File: src/rtl/pipe_ctrl_pkg.sv
// Shared definitions for the OpenMIPS pipeline control slice.
// Stage indices, controller states and stall levels.
package pipe_ctrl_pkg;

  localparam int STG_PC  = 0;
  localparam int STG_IF  = 1;
  localparam int STG_ID  = 2;
  localparam int STG_EX  = 3;
  localparam int STG_MEM = 4;
  localparam int STG_WB  = 5;

  localparam logic [31:0] EXC_VECTOR_DEF = 32'h0000_0020;

  localparam logic STOP    = 1'b1;
  localparam logic NO_STOP = 1'b0;

  typedef enum logic {
    RUN   = 1'b0,
    FLUSH = 1'b1
  } ctrl_state_t;

endpackage

File: src/rtl/pipe_stall_encoder.sv
// Request vector to thermometer stall vector.
// A stall at stage k freezes every earlier stage as well.
module pipe_stall_encoder
  import pipe_ctrl_pkg::*;
#(
  parameter int NUM_STAGES = 6
) (
  input  logic [NUM_STAGES-1:0] req,
  output logic [NUM_STAGES-1:0] therm
);

  logic acc;

  always_comb begin
    acc   = NO_STOP;
    therm = '0;
    for (int i = NUM_STAGES - 1; i >= 0; i--) begin
      acc      = acc | req[i];
      therm[i] = acc;
    end
  end

endmodule

File: src/rtl/pipe_ctrl_unit.sv
// Pipeline control: stall arbitration, exception flush,
// stall watchdog and stall-cycle performance counter.
module pipe_ctrl_unit
  import pipe_ctrl_pkg::*;
#(
  parameter int              NUM_STAGES = 6,
  parameter int              ADDR_W     = 32,
  parameter logic [ADDR_W-1:0] EXC_VECTOR = EXC_VECTOR_DEF[ADDR_W-1:0],
  parameter int              FLUSH_LEN  = 1,
  parameter int              MAX_STALL  = 64,
  parameter int              CNT_W      = 16
) (
  input  logic                  clk,
  input  logic                  rst,
  input  logic [NUM_STAGES-1:0] stallreq,
  input  logic                  exc_req,
  input  logic                  exc_eret,
  input  logic [ADDR_W-1:0]     epc,
  input  logic                  wd_clear,
  output logic [NUM_STAGES-1:0] stall,
  output logic                  flush,
  output logic [ADDR_W-1:0]     new_pc,
  output logic                  stall_timeout,
  output logic [CNT_W-1:0]      stall_cycles
);

  localparam int FC_W = (FLUSH_LEN > 1) ? $clog2(FLUSH_LEN) : 1;
  localparam int WD_W = $clog2(MAX_STALL);
  localparam logic [FC_W-1:0] FC_INIT = FC_W'(FLUSH_LEN - 1);
  localparam logic [WD_W-1:0] WD_MAX  = WD_W'(MAX_STALL - 1);

  ctrl_state_t       state_q, state_d;
  logic              flush_q, flush_d;
  logic [ADDR_W-1:0] pc_q, pc_d;
  logic [FC_W-1:0]   fcnt_q, fcnt_d;
  logic [WD_W-1:0]   wd_q, wd_d;
  logic              to_q, to_d;
  logic [CNT_W-1:0]  perf_q, perf_d;
  logic [NUM_STAGES-1:0] therm;
  logic              stalled;
  logic              wd_set;

  pipe_stall_encoder #(
    .NUM_STAGES(NUM_STAGES)
  ) u_enc (
    .req  (stallreq),
    .therm(therm)
  );

  // Exceptions and an in-flight flush outrank every stall.
  always_comb begin
    stall = therm;
    if (rst || state_q == FLUSH || exc_req) begin
      stall = '0;
    end
  end

  assign stalled = |stall;

  always_comb begin
    state_d = state_q;
    flush_d = flush_q;
    pc_d    = pc_q;
    fcnt_d  = fcnt_q;
    unique case (state_q)
      RUN: begin
        if (exc_req) begin
          state_d = FLUSH;
          flush_d = 1'b1;
          pc_d    = exc_eret ? epc : EXC_VECTOR;
          fcnt_d  = FC_INIT;
        end
      end
      FLUSH: begin
        if (fcnt_q == '0) begin
          state_d = RUN;
          flush_d = 1'b0;
        end else begin
          fcnt_d = fcnt_q - 1'b1;
        end
      end
      default: begin
        state_d = RUN;
        flush_d = 1'b0;
      end
    endcase
  end

  always_comb begin
    wd_set = stalled && (wd_q == WD_MAX);
    wd_d   = wd_q;
    if (!stalled) begin
      wd_d = '0;
    end else if (wd_q != WD_MAX) begin
      wd_d = wd_q + 1'b1;
    end
    to_d = to_q;
    if (wd_set) begin
      to_d = 1'b1;
    end else if (wd_clear) begin
      to_d = 1'b0;
    end
    perf_d = perf_q;
    if (stalled && perf_q != '1) begin
      perf_d = perf_q + 1'b1;
    end
  end

  always_ff @(posedge clk) begin
    if (rst) begin
      state_q <= RUN;
      flush_q <= 1'b0;
      pc_q    <= '0;
      fcnt_q  <= '0;
      wd_q    <= '0;
      to_q    <= 1'b0;
      perf_q  <= '0;
    end else begin
      state_q <= state_d;
      flush_q <= flush_d;
      pc_q    <= pc_d;
      fcnt_q  <= fcnt_d;
      wd_q    <= wd_d;
      to_q    <= to_d;
      perf_q  <= perf_d;
    end
  end

  assign flush         = flush_q;
  assign new_pc        = pc_q;
  assign stall_timeout = to_q;
  assign stall_cycles  = perf_q;

endmodule

File: config.mk
export PLATFORM = sky130hd
export DESIGN_NAME = pipe_ctrl_unit
export DESIGN_NICKNAME = d
export VERILOG_FILES = /design/src/rtl/pipe_ctrl_pkg.sv /design/src/rtl/pipe_stall_encoder.sv /design/src/rtl/pipe_ctrl_unit.sv
export SDC_FILE = /design/constraint.sdc
export NUM_CORES = 1
export LEC_CHECK = 0
export CAP_MARGIN = 40
export CELL_PAD_IN_SITES_DETAIL_PLACEMENT = 0
export CELL_PAD_IN_SITES_GLOBAL_PLACEMENT = 2
export CORE_AREA = 2 2 135 84
export DETAILED_ROUTE_END_ITERATION = 10
export DIE_AREA = 0 0 137 86
export PLACE_DENSITY = 0.82
export SLEW_MARGIN = 20
export SYNTH_ARGS = -nofsm -noshare
export SYNTH_HDL_FRONTEND = slang
export SYNTH_SLANG_ARGS = --single-unit
export TNS_END_PERCENT = 1
File: constraint.sdc
create_clock -name clk -period 3.25 [get_ports clk]
set_input_delay 0.975 -clock clk [delete_from_list [all_inputs] [get_ports clk]]
set_output_delay 0.975 -clock clk [all_outputs]
set_load 0.03 [all_outputs]
* Word level (Yosys, flattened, before mapping)
Index checks and enable logic that the tools add are counted.
** Word-level totals
- Register bits :: 58
- Latch bits :: 0
- RAM bits :: 0
- Memory bits (read-only) :: 0
- Input port bits :: 43
- Output and inout bits :: 56
- Word-level logic and storage cells :: 44
- Memories :: 0
** Cells by class
- $add $sub $neg :: 3
- Multiply operators :: 0
- Divide/modulo/power cells :: 0
- Magnitude comparators :: 0
- Equal/unequal tests :: 5
- Shift operators :: 0
- Multiplexer cells :: 13
- Bitwise logic cells :: 7
- Reduce and logical (&&, ||, !) cells :: 9
** Operator list (number)
- 32-bit 2-to-1 mux :: 1
- 16-bit by 1-bit adder with 16-bit output (second input constant) :: 1
- 16-bit != test (second input constant) :: 1
- 1-bit 2-to-1 mux :: 8
- 6-bit by 1-bit adder with 6-bit output (second input constant) :: 1
- 6-bit == test (second input constant) :: 1
- 6-bit 2-to-1 mux :: 1
- 6-bit != test (second input constant) :: 1
- 1-bit one-hot mux with 2 select lines :: 3
- 6-bit OR reduction :: 1
- 1-bit bitwise OR :: 5
- 2-bit != test (second input constant) :: 2
- 2-bit AND reduction :: 2
- 1-bit logical AND :: 2
- 1-bit logical OR :: 2
- 1-bit inverter :: 2
- 2-bit nonzero test :: 1
- 2-bit OR reduction :: 1
- 1-bit subtractor (second input constant) :: 1

* Logic depth before layout (Yosys ltp)
Gate-level depths: netlist (run 1).
- Depth in word-level cells :: 9
- Depth in mapped cells :: 7
- Gate-level depth less buffers :: 5

* Cells and area by module
From an unflattened synthesis (run 1), not the netlist that was laid out.
** Unflattened totals
- Cell total of the unflattened synthesis :: 304
- Area total of the unflattened synthesis :: 2557.5 sq um
** Modules (own cells, without submodules)
- pipe_ctrl_unit :: times used 1, cells an instance 297, area an instance 2504.9 sq um, sequential area each 1141.1 sq um
- pipe_stall_encoder :: times used 1, cells an instance 7, area an instance 52.6 sq um, sequential area each 0.0 sq um

* Worst setup path after synthesis (run 1)
No wires, ideal clock.
- Path kind :: input-to-output
- From :: input port rst
- To :: output port stall[1]
- Arrival time :: 1.970 ns
- Required time :: 2.275 ns
- Slack :: 0.305 ns
- Stages :: 3
- Buffers on the path :: 1
- Path through :: or3_1 buf_2 a21oi_1
** On the way
- Word-level cells in the longest chain between the ends :: 3
** RTL lines
- start, declared :: RTL line pipe_ctrl_unit.sv:14 : input logic rst,
- 1-bit logical OR (2 in a row) :: RTL line pipe_ctrl_unit.sv:53 : if (rst || state_q == FLUSH || exc_req) begin
- 6-bit 2-to-1 mux :: RTL line pipe_ctrl_unit.sv:53
- end, declared :: RTL line pipe_ctrl_unit.sv:20 : output logic [NUM_STAGES-1:0] stall,
No other way between the ends.

* Final worst setup path (run 1)
- From :: input port exc_req
- To :: output port stall[4]
** On the way
- Word-level cells in the longest chain between the ends :: 2
** RTL lines
- start, declared :: RTL line pipe_ctrl_unit.sv:16 : input logic exc_req,
- 1-bit logical OR :: RTL line pipe_ctrl_unit.sv:53
- 6-bit 2-to-1 mux :: RTL line pipe_ctrl_unit.sv:53
No other way between the ends.

==> out/metrics.csv, run 1 <==
metric,value,unit
power_frac_clock,53.8,%
floorplan.rows,29,
place.gp.congestion,0.740,
placed_cell_area,3540,sq um
area_growth,63.5,%
n_fill_cell,1059,
grt_max_degree,47,
placedCellCount,519,
cts-root-buf,clkbuf_16,
p_comb_share,11.0,%
tightest_slew,0.522,ns
p_total,2.08,mW
dp_hpwl,5080,um
yosysSeqAreaShare,47.7,%
vdd_drop_max,214,uV
skew,0.00755,ns
yosysWarnings,0,
holdWs,0.445,ns
period_share,96.8,%
cts_hold_buf,0,
drtPass1Iterations,4,
drt_iter0_drc,98,
dieHeight,86,um
finalWirelength,7400,um
synth_area_leader_cell,dfxtp_1,
yosysUniqueCellTypes,36,
die_w,137,um
ioPinCount,99,
nets,436,
cp-end-kind,primary output,
async_reset_ff_share,0,%
yosys-top-cells-count,"dfxtp_1 (57), a21oi_1 (42), nand2_1 (40)",
grt_setup_unrepaired,no,
drcViolationCount,0,
slew_headroom,65.2,%
arrival,2.17,ns
clk_pin_slew_worst_paths,0.05,ns
setup_viol,0,
portBuffers,98,
cts_tree,built,
cts_buffers,9,
p_leak,1.36,nW
grt_antenna_before_repair,0,
fin_cells,535,
netlist_top_cells_area,"dfxtp_1 (48%), a21oi_1 (8.8%), nand3_1 (8.2%)",
num_vias,2446,
routed-wl-met3,527,um
yosys.area.top_type_share,47.7,%
pre_cts_slack,-0.405,ns
fmax,318,MHz
cts_buffer_depth,2,
p_int,1.62,mW
synth_seq_cells,57,
wl_met2,3100,um
drv_slew,0,
yosysMostFrequentCell,dfxtp_1,
core,10500,sq um
status,finished clean,
clk_latency,0.32,ns
avgSynthCellArea,8.24,sq um
drive_gt1_share,10.4,%
path_max_fanout,7,
cts_setup_buffers,0,
cap_violations,0,
synth_enable_flop_cells,0,
initial_utilization,22.9,%
tns,0,ns
syn_inst,290,
hold_viol,0,
fin_ws,0.104,ns
diodes,0,
crit_type,primary input to primary output,
syn_area,2390,sq um
hold_class,register to register,
dieArea,11800,sq um
grt_pass1_vias,2317,
overflow,0,
grt_pass1_wl,11700,um
period_needed,3.15,ns
seq_power_share,35.2,%
synth_ff_type,dfxtp_1,
final_cell_area,3910,sq um
p_per_area,532,nW/um^2
cts_sinks,57,
htree_levels,3,
p_sw_share,22.1,%
p_switching,460,uW
wl_met1,3750,um
viasPerCell,4.57,
start_kind,primary input,
fin_util,37.4,%
wl_per_cell,13.8,um
synth_nets,335,
cp_data_required_time,2.27,ns
grt_usage,12.8,%
routed.top_layer,met4,
ant_nets,0,
## sequential cells by signal, indices dropped and copies added, names as in the netlist
signal         count
flush              1
new_pc            32
stall_cycles      16
stall_timeout      1
state_q            1
wd_q               6
## power groups by stage
stage	Combinational, mW	Clock, mW	Sequential (mW)
final	0.228	1.12	0.731
after global routing	0.246	1.19	0.733
after CTS	0.232	1.16	0.731
after detailed placement	0.229	0	0.746
after global placement	0.227	0	0.746
after floorplan	0.0695	0	0.780
## area by class of cell
type | count | area, sq um | area share [%]
clock buffer | 12 | 256 | 6.56
clock inverter | 4 | 98.8 | 2.53
inverter | 7 | 26.3 | 0.672
multi-input combinational | 204 | 1150 | 29.4
sequential | 57 | 1140 | 29.2
tap | 139 | 174 | 4.45
timing repair buffer | 112 | 1060 | 27.2
## worst max-delay path: stages
cell and delay (ns):
clkdlybuf4s50_1 0.41, or3_1 0.33, buf_4 0.17, nor2_1 0.11, buf_4 0.17
## repair_timing
item	in CTS	in global routing
endpoints found under the setup margin	2	2
resized for setup	5	3
cloned	0	0
pin swaps	1	0
## final timing paths
| path | end | start | slack [ns] | cells past startpoint |
|---|---|---|---|---|
| setup / recovery | stall[4] | exc_req | 0.10 | 5 |
| hold / removal | new_pc[16] | new_pc[16] | 0.44 | 2 |
| hold reg to reg | new_pc[16] | new_pc[16] | 0.44 | 2 |
| setup reg to reg | stall_cycles[15] | state_q | 1.16 | 5 |
## routing by layer
| layer | global-route usage (%) | vias up |
|---|---|---|
| li1 | - | 1248 |
| met1 | 17.5 | 1133 |
| met2 | 18.4 | 61 |
| met3 | 5.20 | 4 |
| met4 | 3.66 | 0 |
| met5 | 0 | - |
## cells by family after synthesis
kind of cell / synth area share [%]
AND/OR/NAND/NOR: 26.2
AO/OA/AOI/OAI: 17.2
flip-flops: 47.7
buffers and inverters: 5.39
XOR/XNOR: 1.10
multiplexers: 1.31
adder cells (fa/ha/maj): 1.05
## cells in the final DEF, fill, tap and decap left out, types with 3 or more instances in the layout
master and instances:
o311ai_0 4, o21ai_0 6, nor2_1 15, o31ai_1 5, bufinv_16 3, buf_4 19, clkdlybuf4s50_1 91, nand3_1 39
and3_1 3, or4_1 4, clkbuf_16 9, or3_1 7, dfxtp_1 57, nor3_1 5, a21oi_1 41, xnor2_1 3
nand2_1 40, nand4_1 4, inv_1 7, o41ai_1 4
Note: power is estimated with default switching activity, not from simulation.
==> inputs of run 2 (changes only) <==
CORE_AREA = 2 2 130 81   (was 2 2 135 84)
DIE_AREA = 0 0 132 83   (was 0 0 137 86)
PLACE_DENSITY = 0.87   (was 0.82)
RECOVER_POWER = 50   (was default)
clock period = 3.85 ns   (was 3.25 ns; I/O delays follow)
==> run 2 against run 1 <==
Effect of this change: critical path type unchanged; clock skew is essentially flat; sequential share of layout area grew 1.3 points; die area shrank 7.0%; routed wire length shrank 1.2%; first-iteration DRC count grew 33%; utilization grew 1.2 points; final cell count shrank 2.1%; cell area shrank 4.2%; largest cell class is now flip-flops and latches; non-clock buffer count shrank 6.
==> out/metrics.csv, run 2 (synthesis results as in run 1) <==
metric,value,unit
cts_tree,built,
p_leak,1.35,nW
drtPass1Iterations,5,
crit_type,primary input to primary output,
viasPerCell,4.62,
grt_pass1_wl,11900,um
fmax,268,MHz
crit_chain,clkdlybuf4s50_1 > nor4_1 > clkbuf_1 > a21o_1 > inv_1 > buf_4,
tightest_slew,0.837,ns
cts_sinks,57,
final_cell_mix,"clkdlybuf4s50_1 (68), dfxtp_1 (57), a21oi_1 (42)",
area_growth,56.7,%
initial_utilization,24.6,%
cts_setup_buffers,0,
hold_start,new_pc[2],
cts_resized,0,
diodes,0,
portBuffers,98,
arrival,2.58,ns
drcViolationCount,0,
dp_hpwl,5170,um
p_total,1.54,mW
grt_pass1_vias,2340,
status,finished clean,
critical_path.max_stage_delay,0.48,ns
tns,0,ns
grt_antenna_before_repair,0,
clk_pin_slew_worst_paths,0.05,ns
wl_per_cell,14.0,um
placedCellCount,509,
vdd_drop_max,190,uV
period_share,97.1,%
clk_latency,0.32,ns
fin_cells,524,
overflow,0,
r2r_cells,6,
nets,430,
cts_buffers,9,
drt_iter0_drc,130,
period_needed,3.74,ns
placed_cell_area,3490,sq um
core,9700,sq um
regToRegStartpoint,stall_cycles[0],
slowest_stage,clkdlybuf4s50_1,
rr_endpoint,stall_cycles[5],
final_cell_area,3740,sq um
setup_viol,0,
grt_usage,13.6,%
drive_gt1_share,6.68,%
final_common_cell,clkdlybuf4s50_1,
grt_max_degree,47,
path_max_fanout,5,
die_w,132,um
finalWirelength,7320,um
cp-end-kind,primary output,
reg2reg_slack,1.66,ns
start_kind,primary input,
cts-root-buf,clkbuf_16,
htree_levels,3,
drv_slew,0,
hold_viol,0,
slew_headroom,43.7,%
largest_reg_flops,32,
hold_class,register to register,
fin_util,38.6,%
cts_hold_buf,0,
ant_nets,0,
ioPinCount,99,
whs_path_depth,2,
cp_data_required_time,2.69,ns
skew,0.00762,ns
floorplan.rows,28,
grt_setup_unrepaired,no,
place.gp.congestion,0.736,
cap_violations,0,
cts_buffer_depth,2,
worstHoldEndpoint,new_pc[2],
p_per_area,412,nW/um^2
dieHeight,83,um
num_vias,2422,
dieArea,11000,sq um
run 2: cell count changes in the layout (fill, tap and decap cells not counted), sizes merged:
cell / delta
clkdlybuf4s50: -23
dlygate4sd3: +23
buf: -11
clkbuf: +4
bufinv: -2
clkinv: +2
run 2: layout make-up:
type / count / area (sq um)
clock buffers: 11 / 233
clock inverters: 4 / 45.0
fillers: 996 / 5960
inverters: 7 / 26.3
multi-input cells: 204 / 1130
flip-flops and latches: 57 / 1140
well taps: 135 / 169
repair buffers: 106 / 1000
run 2: how the worst max path moves through the flow:
stage / start / to / slack, ns / cells after the start
finish: stallreq[5] / stall[0] / 0.11 / 6
global route: stallreq[5] / stall[0] / 0.07 / 6
CTS: exc_req / stall[0] / 0.14 / 5
detailed placement: exc_req / stall[0] / 0.14 / 5
global placement: exc_req / stall[0] / 0.15 / 5
floorplan: rst / stall[1] / 0.55 / 3
run 2: per-layer routing:
metal  share of wire [%]  track usage [%]
met1                  49             17.9
met2                  40             19.0
met3                 9.5             6.78
met4                 1.5             5.14
met5                   0                0
run 2: report_power, final:
group	total (mW)	internal, mW	switching (mW)	leakage (nW)
Sequential	0.618	0.608	0.00957	0.463
Clock	0.747	0.492	0.255	0.139
Combinational	0.180	0.0803	0.0996	0.748
run 2: metrics by stage:
| step | worst slack, ns | hold WS [ns] |
|---|---|---|
| floorplan | 0.545 | 0.426 |
| global placement | 0.149 | 0.437 |
| detailed placement | 0.142 | 0.446 |
| CTS | 0.135 | 0.453 |
| global route | 0.0693 | 0.459 |
| finish | 0.113 | 0.446 |
run 2: critical path: cells and delay by family:
family	cells	cell delay, ns
and+or+nand+nor	1	0.30
AOI/OAI and AO/OA	1	0.16
buffers and inverters	4	0.95
==> inputs of run 3 (changes only) <==
RECOVER_POWER = 25   (was 50)
==> run 3 against run 2 <==
Effect of this change: sequential share of layout area unchanged; largest power group unchanged; fmax about the same; global-route usage unchanged; clock-buffer cell count unchanged; first-iteration DRC count increased by 1.5%; sequential cell count unchanged; worst setup slack about the same.
==> out/metrics.csv, run 3 (synthesis results as in run 1) <==
metric,value,unit
status,finished clean,
cp-end-kind,primary output,
p_int,1.18,mW
drcViolationCount,0,
diodes,0,
cap_violations,0,
final_cell_mix,"clkdlybuf4s50_1 (90), dfxtp_1 (57), a21oi_1 (42)",
setup_viol,0,
crit_buf_inv,4,
holdWs,0.450,ns
grt_busiest_layer,met2,
fmax,268,MHz
critical_path.max_stage_delay,0.48,ns
core,9700,sq um
cts_setup_buffers,0,
cts_hold_buf,0,
critPathTopFamily,buffers and inverters,
wl_per_cell,14.0,um
period_needed,3.74,ns
area_growth,56.7,%
p_total,1.55,mW
hold_viol,0,
portBuffers,98,
crit_chain,clkdlybuf4s50_1 > nor4_1 > clkbuf_1 > a21o_1 > inv_1 > buf_4,
grt_max_degree,47,
cp_data_required_time,2.69,ns
slew_headroom,43.7,%
cts-root-buf,clkbuf_16,
vdd_drop_max,191,uV
grt_usage,13.6,%
drive_gt1_share,6.68,%
ant_nets,0,
period_share,97.1,%
slowest_stage,clkdlybuf4s50_1,
arrival,2.58,ns
final_cell_area,3740,sq um
drtPass1Iterations,6,
cts_resized,0,
initial_utilization,24.6,%
drt_iter0_drc,132,
nets,430,
ioPinCount,99,
largest_reg_flops,32,
cts_tree,built,
tightest_slew,0.837,ns
p_leak,1.28,nW
met2_usage,19.0,%
grt_util_met1,17.9,%
viasPerCell,4.64,
seq_power_share,40.0,%
n_fill_cell,996,
cts_buffers,9,
grt_setup_unrepaired,no,
start_kind,primary input,
grt_pass1_wl,11900,um
finalWirelength,7340,um
place.gp.congestion,0.736,
cts_buffer_depth,2,
drv_slew,0,
clk_latency,0.32,ns
hold_class,register to register,
cts_sinks,57,
floorplan.rows,28,
p_comb_share,11.8,%
dp_hpwl,5170,um
p_switching,362,uW
overflow,0,
met3_usage,6.78,%
grt_antenna_before_repair,0,
grt_pass1_vias,2340,
clk_pin_slew_worst_paths,0.05,ns
num_vias,2431,
path_max_fanout,5,
skew,0.00790,ns
p_per_area,413,nW/um^2
htree_levels,3,
power_frac_clock,48.2,%
placed_cell_area,3490,sq um
tns,0,ns
dieArea,11000,sq um
final_common_cell,clkdlybuf4s50_1,
p_sw_share,23.4,%
crit_type,primary input to primary output,
die_w,132,um
dieHeight,83,um
==> run 3: cell count changes in the layout (fill, tap and decap cells not counted), sizes merged <==
| cell | change |
|---|---|
| clkdlybuf4s50 | +22 |
| dlygate4sd3 | -22 |
==> run 3: power by group through the flow <==
| stage | sequential, mW | clock, mW | combinational (mW) |
|---|---|---|---|
| 2_1_floorplan | 0.658 | 0 | 0.0587 |
| 5_1_grt | 0.620 | 0.805 | 0.197 |
| 3_5_place_dp | 0.630 | 0 | 0.187 |
| 6_report | 0.618 | 0.745 | 0.183 |
| 3_3_place_gp | 0.629 | 0 | 0.186 |
| 4_1_cts | 0.618 | 0.772 | 0.188 |
==> run 3: tightest hold or removal path: stages (launching register included) <==
cell	delay, ns
dfxtp_1	0.30
nand2_1	0.05
a21oi_1	0.05
==> run 3: metal layers <==
layer  vias to the layer above  wire length, um  share of wire [%]
met5                         -                0                  0
met4                         0              110                1.5
met1                      1099             3560                 49
li1                       1233                -                  -
met3                        11              713                9.7
met2                        88             2950                 40
==> run 3: worst paths after layout <==
check	startpoint	endpoint	slack, ns	cells past startpoint
setup / recovery	stallreq[5]	stall[0]	0.11	6
setup reg to reg	stall_cycles[0]	stall_cycles[5]	1.66	6
hold reg to reg	new_pc[2]	new_pc[2]	0.45	2
hold / removal	new_pc[2]	new_pc[2]	0.45	2
==> run 3: per-stage QoR <==
stage | setup slack [ns] | std cells | utilization [%]
3_5_place_dp | 0.142 | 509 | 35.9
4_1_cts | 0.135 | 524 | 38.8
5_1_grt | 0.0693 | 524 | 38.6
2_1_floorplan | 0.545 | 290 | -
6_report | 0.113 | 524 | 38.6
3_3_place_gp | 0.149 | 509 | 35.9
==> run 3: layout make-up <==
cell class                 instances  area [sq um]  area share [%]
timing repair buffer             106          1000            26.8
tap                              135           169            4.51
clock inverter                     4          45.0            1.20
inverter                           7          26.3           0.702
multi-input combinational        204          1130            30.1
clock buffer                      11           233            6.21
sequential                        57          1140            30.5
